<file path="src/rtl/vga_pkg.sv">
// Shared definitions for the VGA LED display register: CPU address map and
// the commit state encoding.
package vga_pkg;

    localparam logic [31:0] ADDR_DATA = 32'hFFFF_FC90;
    localparam logic [31:0] ADDR_CTRL = 32'hFFFF_FC94;
    localparam logic [31:0] ADDR_STAT = 32'hFFFF_FC98;

    typedef enum logic {
        IDLE = 1'b0,
        PEND = 1'b1
    } disp_state_e;

endpackage

</file>
<file path="src/rtl/vs_edge_sync.sv">
// Two-flop synchroniser for the active-low vertical sync, plus a history flop
// so a high-to-low transition yields a single-cycle fall strobe.
module vs_edge_sync (
    input  logic sys_clk,
    input  logic rst,
    input  logic async_in,
    output logic fall
);

    logic r_vs_s1;
    logic r_vs_s2;
    logic r_vs_s3;

    // Sync flops reset high (sync inactive) so reset release alone is never an edge.
    always_ff @(posedge sys_clk) begin
        if (rst) begin
            r_vs_s1 <= 1'b1;
            r_vs_s2 <= 1'b1;
            r_vs_s3 <= 1'b0;
        end else begin
            r_vs_s1 <= async_in;
            r_vs_s2 <= r_vs_s1;
            r_vs_s3 <= r_vs_s2;
        end
    end

    assign fall = r_vs_s3 & ~r_vs_s2;

endmodule

</file>
<file path="src/rtl/vga_disp_reg.sv">
// CPU-visible shadow register for the LED display; the shadow is committed to
// led_disp on vertical sync, or at once in immediate mode.
//
//   state | meaning
//   IDLE  | led_disp matches the last accepted write, nothing to commit
//   PEND  | shadow holds a value waiting for the next unfrozen vs_fall
module vga_disp_reg
    import vga_pkg::*;
(
    input  logic        sys_clk,
    input  logic        rst,
    input  logic        mem_write,
    input  logic [31:0] addr,
    input  logic [31:0] wdata,
    input  logic        vga_vs,
    output logic [15:0] led_disp,
    output logic [31:0] rdata,
    output logic        rd_hit,
    output logic        pending,
    output logic        commit_pulse
);

    disp_state_e r_state;
    disp_state_e w_state_nxt;

    logic [15:0] r_shadow;
    logic [15:0] r_led_disp;
    logic        r_ctrl_freeze;
    logic        r_ctrl_imm;
    logic        r_commit_pulse;

    logic        w_vs_fall;
    logic        w_data_wr;
    logic        w_ctrl_wr;
    logic        w_imm_commit;
    logic        w_vs_commit;
    logic        w_commit;
    logic [15:0] w_commit_val;
    logic        w_unused;

    vs_edge_sync u_vs_edge_sync (
        .sys_clk  (sys_clk),
        .rst      (rst),
        .async_in (vga_vs),
        .fall     (w_vs_fall)
    );

    assign w_data_wr = mem_write && (addr == ADDR_DATA);
    assign w_ctrl_wr = mem_write && (addr == ADDR_CTRL);

    // Ctrl fields are read from the registers, so a ctrl write landing on a
    // vs_fall cycle only affects later decisions.
    assign w_imm_commit = w_data_wr & r_ctrl_imm;
    assign w_vs_commit  = w_vs_fall & ~r_ctrl_freeze &
                          ((r_state == PEND) | (w_data_wr & ~r_ctrl_imm));
    assign w_commit     = w_imm_commit | w_vs_commit;
    assign w_commit_val = w_data_wr ? wdata[15:0] : r_shadow;

    always_ff @(posedge sys_clk) begin
        if (rst) begin
            r_state <= IDLE;
        end else begin
            r_state <= w_state_nxt;
        end
    end

    always_comb begin
        w_state_nxt = r_state;
        case (r_state)
            IDLE: if (w_data_wr && !w_commit) w_state_nxt = PEND;
            PEND: if (w_commit)               w_state_nxt = IDLE;
            default:                          w_state_nxt = IDLE;
        endcase
    end

    always_ff @(posedge sys_clk) begin
        if (rst) begin
            r_shadow       <= 16'h0;
            r_led_disp     <= 16'h0;
            r_ctrl_freeze  <= 1'b0;
            r_ctrl_imm     <= 1'b0;
            r_commit_pulse <= 1'b0;
        end else begin
            if (w_data_wr) begin
                r_shadow <= wdata[15:0];
            end
            if (w_ctrl_wr) begin
                r_ctrl_freeze <= wdata[0];
                r_ctrl_imm    <= wdata[1];
            end
            if (w_commit) begin
                r_led_disp <= w_commit_val;
            end
            r_commit_pulse <= w_commit;
        end
    end

    always_comb begin
        rdata  = 32'h0;
        rd_hit = 1'b0;
        case (addr)
            ADDR_DATA: begin
                rdata  = {16'h0, r_shadow};
                rd_hit = 1'b1;
            end
            ADDR_CTRL: begin
                rdata  = {30'h0, r_ctrl_imm, r_ctrl_freeze};
                rd_hit = 1'b1;
            end
            ADDR_STAT: begin
                rdata  = {31'h0, pending};
                rd_hit = 1'b1;
            end
            default: begin
                rdata  = 32'h0;
                rd_hit = 1'b0;
            end
        endcase
    end

    assign led_disp     = r_led_disp;
    assign pending      = (r_state == PEND);
    assign commit_pulse = r_commit_pulse;

    // Only the low half of store data is architecturally meaningful.
    assign w_unused = &{1'b0, wdata[31:16]};

endmodule

</file>
<file path="config.mk">
export PLATFORM = sky130hd
export DESIGN_NAME = vga_disp_reg
export DESIGN_NICKNAME = d
export VERILOG_FILES = /design/src/rtl/vga_pkg.sv /design/src/rtl/vs_edge_sync.sv /design/src/rtl/vga_disp_reg.sv
export SDC_FILE = /design/constraint.sdc
export NUM_CORES = 1
export LEC_CHECK = 0
export ABC_AREA = 0
export BUFFER_PORTS_ARGS = -buffer_cell sky130_fd_sc_hd__clkbuf_2
export CAP_MARGIN = 20
export CORE_MARGIN = 3
export CORE_UTILIZATION = 43
export CTS_BUF_LIST = sky130_fd_sc_hd__clkbuf_4 sky130_fd_sc_hd__clkbuf_8
export CTS_CLUSTER_DIAMETER = 40
export DETAILED_ROUTE_END_ITERATION = 8
export HOLD_SLACK_MARGIN = 0.15
export PLACE_DENSITY = 0.82
export SYNTH_ARGS = -nofsm -noshare
export SYNTH_HDL_FRONTEND = slang
export SYNTH_SLANG_ARGS = --single-unit
</file>
<file path="constraint.sdc">
create_clock -name sys_clk -period 3.9 [get_ports sys_clk]
set_input_delay 1.17 -clock sys_clk [delete_from_list [all_inputs] [get_ports sys_clk]]
set_output_delay 1.17 -clock sys_clk [all_outputs]
set_load 0.05 [all_outputs]
</file>
==> flow_summary.ini, run 1 <==
[route]
drt-vias-per-instance = 4.90
topRoutingLayerUsed = met4
routed-wl-met2_um = 2140
route.detailed.drc = 0
routedWlPerCell_um = 12.7
num_vias = 1588
drt-total-wl_um = 4130
ant_nets = 0
drtIter0Drc = 69
drtPass1Iterations = 4
route.met3.wl_um = 264
wl_met1_um = 1720

[timing]
tightest_slew_ns = 0.638
fin_crit_sh_pct = 98.1
hold_viol = 0
rsz0062_at_grt = false
maxSlewViolCount = 0
finClkSkew_ns = 0.00779
setup_tns_ns = 0
relSlewSlack_pct = 57.4
setup_viol = 0
fin_ws_ns = 0.0747
fmax_ghz = 0.261
final.min_clock_period_ns = 3.83

[die]
die-area_um2 = 4940
die_h_um = 70.3
rows = 22
fp.coreArea_um2 = 3830
start_util_pct = 46.4
ios = 119
dieWidth_um = 70.3

[cells_and_area]
n_antenna_cell = 0
design_area_um2 = 2330
drive_above_1_share_pct = 39.5
nets = 343
syn2layout_area_growth_pct = 31.5
final_common_cell = clkbuf_2
layout_common_cells = clkbuf_2 (73), dfxtp_1 (39), nor2_1 (28)
fin_util_pct = 61.0

[setup_path]
cp_num_cells = 7
slowest_stage = or4_4
critPathMaxFanout = 7
crit_arrival_ns = 2.66
path_delay_family = simple AND/OR/NAND/NOR gates
cp_cell_sequence = clkbuf_2 > nand4_1 > or4_4 > nor2_2 > buf_4 > and2_1 > clkbuf_2
ff2ff_setup_slack_ns = 1.98
crit_start = addr[26]
path_class = in2out
start_kind = input pin
worstRegToRegCells = 5
crit_required_ns = 2.73
crit_path_frequent_cell = clkbuf_2
end_kind = output port
rr_endpoint = led_disp[3]$_SDFFE_PP0P_
r2r_start = r_ctrl_freeze$_SDFFE_PP0P_
cp.buffers_inverters = 3
critPathCapture = rdata[7]
max_stage_delay_ns = 0.58

[cts]
htreeDepth = 2
cts_root_buf = clkbuf_8
cts_num_sinks = 39
numCtsBuffers = 5
path_clk_slew_ns = 0.07
clock_latency_ns = 0.28
cts_tree = yes
hold_buffers = 0
clk_path_buf_depth = 2

[flow_run]
cap_violations = 0

[synth]
synth_edf_count = 0
seq_area_frac_synth_pct = 44.0
syn_inst = 188
yosys_warnings = 0
synthArstFlopShare_pct = 0
synth_area_um2 = 1780
yosysUniqueCellTypes = 30
synthFlopType = dfxtp_1
avgSynthCellArea_um2 = 9.44
yosys_register_bits = 39

[placement]
place_ws_ns = 0.0370
gp_congestion = 0.763
detailed_place_hpwl_um = 3240
dpl_cell_area_um2 = 2230
io_buffers = 86

[power_and_ir_drop]
p_leak_nw = 1.25
cellPowerDensity_nw_per_um2 = 317
power_mw = 0.739
peakVddDrop_mv = 0.216

[outcome]
status = complete, no violations

[grt]
grt_pass1_wl_um = 7020
gr-total-overflow = 0
grt_pass1_vias = 1605
grt_max_degree = 30
track_usage_pct = 17.2
antenna_found_initial = 0

[min_path]
hp-class = reg2reg
hold_depth = 1
Yosys cell counts (all sizes together) (2+ instances only):
library cell / n / area, um2
buf: 20 / 145
and2: 16 / 100
nor2b: 3 / 18.8
a21oi: 13 / 65.1
mux2i: 20 / 200
nor3: 2 / 10.0
clkbuf: 7 / 26.3
or2: 3 / 18.8
dfxtp: 39 / 781
o31ai: 10 / 75.1
a221oi: 6 / 52.6
nor2: 29 / 111
nand4: 6 / 43.8
nand4bb: 2 / 22.5
nor4b: 2 / 23.8
power by group:
part           total, mW  switching (mW)  leakage [nW]  internal [mW]
combinational     0.0754          0.0519         0.883         0.0234
sequential         0.400        0.000382         0.315          0.400
clock              0.264           0.125        0.0491          0.139
total              0.739           0.177          1.25          0.562
metrics by stage:
| step | hold WS, ns | std cells |
|---|---|---|
| finish | 0.410 | 324 |
| global route | 0.428 | 324 |
| CTS | 0.411 | 324 |
| detailed placement | 0.394 | 316 |
| global placement | 0.400 | 316 |
| floorplan | 0.389 | 203 |
final cells by class:
cell class | count | area, um2
Fill cell | 348 | 1490
Clock buffer | 7 | 83.8
Inverter | 1 | 3.75
Timing Repair Buffer | 92 | 520
Tap cell | 48 | 60.1
Clock inverter | 1 | 5.00
Multi-Input combinational cell | 136 | 881
Sequential cell | 39 | 781
sequential cells by signal, indices dropped and copies added (netlist names):
register	count
commit_pulse	1
led_disp	16
pending	1
r_ctrl_freeze	1
r_ctrl_imm	1
r_shadow	16
u_vs_edge_sync.r_vs_s1	1
u_vs_edge_sync.r_vs_s2	1
u_vs_edge_sync.r_vs_s3	1
worst min-delay path by stage:
stage                                                  from                           endpoint  slack [ns]
after floorplan           u_vs_edge_sync.r_vs_s1$_SDFF_PP1_  u_vs_edge_sync.r_vs_s2$_SDFF_PP1_        0.39
after global placement    u_vs_edge_sync.r_vs_s1$_SDFF_PP1_  u_vs_edge_sync.r_vs_s2$_SDFF_PP1_        0.40
after detailed placement  u_vs_edge_sync.r_vs_s1$_SDFF_PP1_  u_vs_edge_sync.r_vs_s2$_SDFF_PP1_        0.39
after CTS                 u_vs_edge_sync.r_vs_s1$_SDFF_PP1_  u_vs_edge_sync.r_vs_s2$_SDFF_PP1_        0.41
after global routing      u_vs_edge_sync.r_vs_s1$_SDFF_PP1_  u_vs_edge_sync.r_vs_s2$_SDFF_PP1_        0.43
final                     u_vs_edge_sync.r_vs_s1$_SDFF_PP1_  u_vs_edge_sync.r_vs_s2$_SDFF_PP1_        0.41
logic make-up (layout without fill, tap and decap cells):
| logic type | count (synthesis) | in the layout | synth area share (%) |
|---|---|---|---|
| buffers and inverters | 28 | 101 | 9.87 |
| other | 1 | 16 | 0.211 |
| and+or+nand+nor | 71 | 71 | 23.8 |
| AOI/OAI and AO/OA | 29 | 29 | 10.9 |
| DFF | 39 | 39 | 44.0 |
| muxes | 20 | 20 | 11.3 |
repair_timing:
action / in CTS / in global routing
setup endpoints to repair: 0 / 11
buffers inserted: 0 / 0
resized for setup: 0 / 17
metal layers:
metal / vias to the layer above / GRT usage (%)
met5: - / 0
met4: 0 / 3.83
met3: 2 / 4.32
met2: 52 / 30.2
met1: 731 / 21.0
li1: 803 / -
Power figures use the tool's default switching activity.
==> run 2: changes to the inputs <==
--- a/config.mk
+++ b/config.mk
@@ -14,7 +14,7 @@
 export CTS_CLUSTER_DIAMETER = 40
 export DETAILED_ROUTE_END_ITERATION = 8
 export HOLD_SLACK_MARGIN = 0.15
-export PLACE_DENSITY = 0.82
+export PLACE_DENSITY = 0.89
 export SYNTH_ARGS = -nofsm -noshare
 export SYNTH_HDL_FRONTEND = slang
 export SYNTH_SLANG_ARGS = --single-unit
==> flow_summary.ini, run 2 (same netlist as run 1, synthesis figures left out) <==
[placement]
place_ws_ns = 0.0228
detailed_place_hpwl_um = 3290
gp_congestion = 0.788
io_buffers = 86

[grt]
grt_pass1_vias = 1592
grt_max_degree = 30
antenna_found_initial = 0
track_usage_pct = 17.4
grt_pass1_wl_um = 7040
gr-total-overflow = 0

[timing]
relSlewSlack_pct = 58.3
setup_viol = 0
setup_tns_ns = 0
fmax_ghz = 0.261
fin_ws_ns = 0.0650
tightest_slew_ns = 0.625
fin_crit_sh_pct = 98.3
maxSlewViolCount = 0
final.min_clock_period_ns = 3.83
rsz0062_at_grt = false
hold_viol = 0
finClkSkew_ns = 0.00293

[route]
ant_nets = 0
num_vias = 1610
drtIter0Drc = 61
drtPass1Iterations = 4
route.detailed.drc = 0
routedWlPerCell_um = 13.3
drt-vias-per-instance = 4.98
drt-total-wl_um = 4290

[flow_run]
cap_violations = 0

[die]
fp.coreArea_um2 = 3830
dieWidth_um = 70.3
ios = 119
die_h_um = 70.3
die-area_um2 = 4940
rows = 22
start_util_pct = 46.4

[setup_path]
crit_required_ns = 2.73
path_class = in2out
end_kind = output port
crit_start = addr[31]
ff2ff_setup_slack_ns = 1.91
rr_endpoint = led_disp[13]$_SDFFE_PP0P_
worstRegToRegCells = 5
crit_arrival_ns = 2.66
start_kind = input pin
critPathCapture = rdata[4]
r2r_start = r_ctrl_freeze$_SDFFE_PP0P_
critPathMaxFanout = 16

[cells_and_area]
multi_input_area_um2 = 881
fin_util_pct = 60.8
n_fill_cell = 350
register_area_um2 = 781
drive_above_1_share_pct = 39.3
layout_common_cells = clkbuf_2 (72), dfxtp_1 (39), nor2_1 (28)
final_common_cell = clkbuf_2
nets = 342
syn2layout_area_growth_pct = 30.9
n_antenna_cell = 0

[min_path]
hp-start = u_vs_edge_sync.r_vs_s1$_SDFF_PP1_
hp-class = reg2reg

[cts]
cts_setup_buffers = 0
cts_root_buf = clkbuf_8
cts_num_sinks = 39
numCtsBuffers = 5
cts_tree = yes
clock_latency_ns = 0.28
htreeDepth = 2
path_clk_slew_ns = 0.07
clk_path_buf_depth = 2

[power_and_ir_drop]
switchingPower_mw = 0.177
clkPwrFrac_pct = 35.6
pwr-share-seq_pct = 54.1
p_comb_share_pct = 10.3
p_int_mw = 0.563
cellPowerDensity_nw_per_um2 = 318
p_leak_nw = 1.24
peakVddDrop_mv = 0.234
p_sw_share_pct = 23.9

[outcome]
status = complete, no violations
run 2: cell count changes in the layout (fill, tap and decap cells not counted):
cell	delta
buf_2	+2
buf_4	-2
clkbuf_2	-1
run 2: final cells by class:
type / instances / share of cell area (%)
well taps: 48 / 2.58
clock inverters: 1 / 0.215
repair buffers: 91 / 22.0
flip-flops and latches: 39 / 33.6
clock buffers: 7 / 3.61
multi-input cells: 136 / 37.9
inverters: 1 / 0.161
run 2: power groups by stage:
stage          registers, mW  clock network, mW  logic (mW)
2_1_floorplan          0.409                  0      0.0584
3_3_place_gp           0.409                  0      0.0742
3_5_place_dp           0.409                  0      0.0752
4_1_cts                0.400              0.274      0.0756
5_1_grt                0.400              0.294      0.0816
6_report               0.400              0.263      0.0760
run 2: timing repair:
item	4_1_cts	5_1_grt
hold buffers	0	0
resized for setup	0	19
setup endpoints to repair	0	13
run 2: routing by layer:
metal | vias up | routed length [um] | global-route usage, %
met5 | - | 0 | 0
met4 | 0 | 30 | 5.11
met3 | 4 | 237 | 4.03
met2 | 53 | 2230 | 30.6
met1 | 750 | 1790 | 20.9
li1 | 803 | - | -
run 2: how the worst min path moves through the flow:
stage,cells after the start,to
after floorplan,1,u_vs_edge_sync.r_vs_s2$_SDFF_PP1_
after global placement,1,u_vs_edge_sync.r_vs_s2$_SDFF_PP1_
after detailed placement,1,u_vs_edge_sync.r_vs_s2$_SDFF_PP1_
after CTS,1,u_vs_edge_sync.r_vs_s2$_SDFF_PP1_
after global routing,1,u_vs_edge_sync.r_vs_s2$_SDFF_PP1_
final,1,u_vs_edge_sync.r_vs_s2$_SDFF_PP1_
run 2: per-stage QoR:
stage | total power [mW] | area, um2 | std cells | hold WS, ns
6_report | 0.739 | 2320 | 323 | 0.414
3_5_place_dp | 0.484 | 2220 | 315 | 0.396
3_3_place_gp | 0.483 | 2220 | 315 | 0.397
5_1_grt | 0.776 | 2320 | 323 | 0.437
2_1_floorplan | 0.467 | 1840 | 203 | 0.389
4_1_cts | 0.749 | 2310 | 323 | 0.413
run 2: critical path: stages:
cell,delay [ns]
clkbuf_2,0.07
nand4_1,0.14
or4_4,0.58
nor2_2,0.17
buf_12,0.15
and2_1,0.12
buf_2,0.25
